$ cat config.mk
export PLATFORM = sky130hd
export DESIGN_NAME = ping_pong_display
export DESIGN_NICKNAME = d
export VERILOG_FILES = /design/src/rtl/ppd_pkg.sv /design/src/rtl/ppd_seg_decoder.sv /design/src/rtl/ping_pong_display.sv
export SDC_FILE = /design/constraint.sdc
export NUM_CORES = 1
export LEC_CHECK = 0
export BUFFER_PORTS_ARGS = -buffer_cell sky130_fd_sc_hd__buf_2
export CORE_ASPECT_RATIO = 1.4
export CORE_MARGIN = 10
export CORE_UTILIZATION = 61
export DETAILED_ROUTE_END_ITERATION = 10
export PLACE_DENSITY = 0.88
export SLEW_MARGIN = 15
export SYNTH_ARGS = -nofsm -noshare
export SYNTH_HDL_FRONTEND = slang
export SYNTH_SLANG_ARGS = --single-unit
export TNS_END_PERCENT = 1
$ cat constraint.sdc
create_clock -name clk -period 4.2 [get_ports clk]
set_clock_uncertainty 0.05 [all_clocks]
set_input_delay 0.21 -clock clk [delete_from_list [all_inputs] [get_ports clk]]
set_output_delay 0.21 -clock clk [all_outputs]
set_load 0.03 [all_outputs]
$ cat src/rtl/ppd_pkg.sv
// ppd_pkg: segment glyphs, digit codes and anode table shared by the ping-pong display.
package ppd_pkg;
  typedef logic [1:0] digit_idx_t;
  localparam logic [3:0] D_UP = 4'd10;
  localparam logic [3:0] D_DOWN = 4'd11;
  localparam logic [3:0] D_BLANK = 4'd15;
  localparam logic [6:0] SEG_0 = 7'b1000000;
  localparam logic [6:0] SEG_1 = 7'b1111001;
  localparam logic [6:0] SEG_2 = 7'b0100100;
  localparam logic [6:0] SEG_3 = 7'b0110000;
  localparam logic [6:0] SEG_4 = 7'b0011001;
  localparam logic [6:0] SEG_5 = 7'b0010010;
  localparam logic [6:0] SEG_6 = 7'b0000010;
  localparam logic [6:0] SEG_7 = 7'b1111000;
  localparam logic [6:0] SEG_8 = 7'b0000000;
  localparam logic [6:0] SEG_9 = 7'b0010000;
  localparam logic [6:0] SEG_BLANK = 7'b1111111;
  localparam logic [6:0] GLYPH_UP = 7'b1011100;
  localparam logic [6:0] GLYPH_DOWN = 7'b1100011;
  localparam logic [3:0] AN_OFF = 4'b1111;
  localparam logic [3:0][3:0] AN_TABLE = {4'b0111, 4'b1011, 4'b1101, 4'b1110};
endpackage

$ cat src/rtl/ppd_seg_decoder.sv
// ppd_seg_decoder: 4-bit digit code to active-low segments (10=up, 11=down, 12-15=blank).
module ppd_seg_decoder
  import ppd_pkg::*;
(
  input  logic [3:0] i_digit,
  output logic [6:0] o_seg
);
  localparam logic [15:0][6:0] SEG_LUT = {SEG_BLANK, SEG_BLANK, SEG_BLANK, SEG_BLANK,
                                          GLYPH_DOWN, GLYPH_UP, SEG_9, SEG_8, SEG_7, SEG_6,
                                          SEG_5, SEG_4, SEG_3, SEG_2, SEG_1, SEG_0};
  assign o_seg = SEG_LUT[i_digit];
endmodule

$ cat src/rtl/ping_pong_display.sv
// ping_pong_display: 4-digit multiplexed display of a ping-pong counter value and direction.
// Define PPD_LEADING_ZERO_BLANK_EN to blank the tens digit for values below 10.
module ping_pong_display
  import ppd_pkg::*;
#(
  parameter logic [15:0] SCAN_DIV = 16'd50000
) (
  input  logic       clk,
  input  logic       rst_n,
  input  logic [3:0] value,
  input  logic       direction,
  input  logic       hold,
  output logic [3:0] an,
  output logic [6:0] seg
);
  localparam logic [15:0] LAST = SCAN_DIV - 16'd1;
  logic [15:0] r_cnt;
  digit_idx_t  r_idx;
  logic [3:0]  r_val;
  logic        r_dir;
  logic [3:0]  r_an;
  logic [6:0]  r_seg;
  logic        w_tick;
  logic        w_ge10;
  logic [3:0]  w_ones;
  logic [3:0]  w_tens;
  logic [3:0]  w_digit;
  logic [6:0]  w_seg;
  always_comb begin
    w_tick = r_cnt == LAST;
    w_ge10 = r_val >= 4'd10;
    w_ones = w_ge10 ? r_val - 4'd10 : r_val;
`ifdef PPD_LEADING_ZERO_BLANK_EN
    w_tens = w_ge10 ? 4'd1 : D_BLANK;
`else
    w_tens = w_ge10 ? 4'd1 : 4'd0;
`endif
    w_digit = r_idx == 2'd0 ? w_ones : r_idx == 2'd1 ? w_tens : r_dir ? D_UP : D_DOWN;
  end
  ppd_seg_decoder u_dec (
    .i_digit(w_digit),
    .o_seg  (w_seg)
  );
  // Snapshot only on the 3->0 wrap so every frame shows one consistent value.
  always_ff @(posedge clk) begin
    if (!rst_n) begin
      r_cnt <= '0;
      r_idx <= '0;
      r_val <= 4'd0;
      r_dir <= 1'b1;
      r_an  <= AN_OFF;
      r_seg <= SEG_BLANK;
    end else begin
      r_cnt <= w_tick ? 16'd0 : r_cnt + 16'd1;
      if (w_tick) r_idx <= r_idx + 2'd1;
      if (w_tick && r_idx == 2'd3 && !hold) {r_val, r_dir} <= {value, direction};
      r_an  <= AN_TABLE[r_idx];
      r_seg <= w_seg;
    end
  end
  assign an  = r_an;
  assign seg = r_seg;
endmodule

==> metrics.md <==
| Metric | Value |
|---|---|
| Hold Crit Class | in -> reg |
| Antenna-violating nets left | 0 |
| Final wirelength | 3.140 mm |
| Outcome | completed |
| Initial drt markers | 42 |
| First-pass DRT Iterations | 4 |
| Post-DP HPWL | 2.352 mm |
| Post-synthesis register bit count | 34 |
| # port buffers | 18 |
| CP arrival | 2.56 ns |
| CP Capture Type | register |
| Vias | 1236 |
| Max Slew Vio Count | 0 |
| Initial Utilization | 0.6477 |
| Clock Sinks | 34 |
| Area growth from synthesis to final layout | 11.78% |
| Slew HR | 0.5179 |
| CP max FO | 10 |
| Leakage | 0.7443 nW |
| Setup crit start kind | register |
| Synthesized Nets | 187 |
| Worst skew pair latency | 0.33 ns |
| TritonCTS clock tree | done |
| Placeable core area | 2444 µm² |
| TritonCTS Buffers | 5 |
| Critical path required time | 4.37 ns |
| Clock-pin transition on the worst setup and hold timing paths | 0.11 ns |
| Post-synth cell types | 34 |
| Seq/Total Area, Yosys | 0.4300 |
| Hold_ws | 0.04568 ns |
| Post-Layout Cell Count | 225 |
| Final hold vios | 0 |
| RSZ-0062 raised after global routing | false |
| Post-CTS Setup Inserts | 0 |
| GP Congestion | 0.9025 |
| Post-layout util | 0.7240 |
| Max cap viols | 0 |
| Via/cell ratio | 5.493 |
| Cell Rows | 21 |
| First-pass GRT wire length | 5.388 mm |
| Area of the mapped netlist | 1583 µm² |
| Wire per inst | 13.96 µm |
| Tot GR Track Use | 0.1312 |
| DRC violations left | 0 |
| Dpl cells | 217 |
| Worst vdd ir | 0.0003327 V |
| FFs w/ async S/R, synth | 0 |
| Setup Viol. Count Final | 0 |
| # fillers | 177 |
| Root Buffer | clkbuf_4 |
| Htree depth | 2 |
| Final worst slack | 1.809 ns |
| YS warnings | 0 |
| EDFF count, synth | 0 |
| Top_reg_cell synth | dfxtp_1 |
| Achievable frequency | 418.3 MHz |
| Cts repair resizes | 0 |
| Clk buf depth | 2 |
| Final #Nets | 206 |
| Die area | 5061 µm² |
| Min Tclk post-route | 2.391 ns |
| Largest net degree at the start of global routing | 22 |
| Gate count of the mapped netlist | 171 |
| Share of layout cells above drive strength 1 | 0.1623 |
| Mapped Avg Cell Area | 9.256 µm² |
| Hold Buf Count CTS | 0 |
| P per Cell Area | 333.5 nW/µm² |
| N_diodes | 0 |
| Vias in the first global route | 1242 |
| Io pins | 19 |
| Kind of critical path | reg -> reg |
| Setup tns final | 0 ns |
| Die Width | 63.05 µm |
| Setup WS pre-CTS | 1.887 ns |
| Total grt overflow | 0 |
| Fin crit share | 0.5692 |
| Initial antenna violation count | 0 |
| Worst-Margin Slew | 0.7198 ns |
| Die H | 80.27 µm |
## cell usage in the layout (no fill, tap or decap), types with 6 or more instances in the layout
cell type  count
buf_2         18
dfxtp_1       34
ha_1           8
inv_1          7
mux2i_1        6
nand2_1       17
nand3_1        8
nor2_1        23
nor2b_1        6
xnor2_1       10
xor2_1         6
## layout make-up
cell class,instances,area [µm²],share of cell area
clock buffers,6,41.29,0.02334
repair buffers,18,90.09,0.05092
multi-input cells,124,850.8,0.4809
well taps,34,42.54,0.02405
clock inverters,2,37.54,0.02122
inverters,7,26.28,0.01485
flip-flops and latches,34,680.7,0.3847
## Yosys cell counts (3+ instances only)
cell type / n / share of area
nor4_1: 3 / 0.012
ha_1: 8 / 0.063
nor2_1: 23 / 0.055
mux2i_1: 6 / 0.038
nor2b_1: 6 / 0.024
xor2_1: 6 / 0.033
xnor2_1: 10 / 0.055
nand2_1: 17 / 0.040
inv_1: 7 / 0.017
clkbuf_1: 4 / 0.0095
o21ai_0: 5 / 0.016
nand3_1: 8 / 0.025
dfxtp_1: 34 / 0.43
a31oi_1: 3 / 0.012
## sequential cells by signal, indices dropped and copies added, names as in the netlist
| signal | cells |
|---|---|
| an | 4 |
| r_cnt | 16 |
| r_dir | 1 |
| r_idx | 2 |
| r_val | 4 |
| seg | 7 |
## per-layer routing
| layer | up-vias | wire length [µm] | track usage |
|---|---|---|---|
| met5 | - | 0 | 0 |
| met4 | 0 | 80 | 0.07399 |
| met3 | 10 | 133 | 0.03750 |
| met2 | 36 | 1695 | 0.2485 |
| met1 | 571 | 1231 | 0.1235 |
| li1 | 619 | - | - |
## metrics by stage
stage	power (mW)	cell area [µm²]
5_1_grt	0.6106	1769
4_1_cts	0.5944	1769
2_1_floorplan	0.3550	1583
3_3_place_gp	0.3636	1690
3_5_place_dp	0.3647	1690
6_report	0.5900	1769
## path summary, 6_finish.rpt
| check | slack, ns | cells after the start | from | endpoint |
|---|---|---|---|---|
| worst max-delay path | 1.81 | 8 | r_idx[0] | seg[4] |
| worst min-delay path | 0.05 | 3 | direction | r_dir |
| worst max register to register | 1.81 | 8 | r_idx[0] | seg[4] |
| worst min register to register | 0.42 | 1 | r_cnt[0] | r_cnt[0] |
## logic make-up after synthesis
family                     share of synthesized area
and+or+nand+nor                               0.2609
DFF                                           0.4300
AOI/OAI and AO/OA                            0.08696
xor gates and xnor gates                     0.08853
buffers and inverters                        0.03241
adders and majority gates                    0.06324
muxes                                        0.03795
## power by group
part	internal (mW)	total (mW)	switching, mW
registers	0.328	0.331	0.00288
clock network	0.126	0.233	0.108
logic	0.00861	0.0256	0.0170
total	0.462	0.590	0.128
## worst max-delay path, stage by stage (launching register included)
cell	delay, ns
dfxtp_1	0.45
inv_1	0.10
ha_1	0.32
o21bai_1	0.20
o21ai_0	0.27
inv_1	0.13
ha_1	0.33
o32ai_1	0.35
nand2_1	0.09
(Power assumes the default switching activity.)
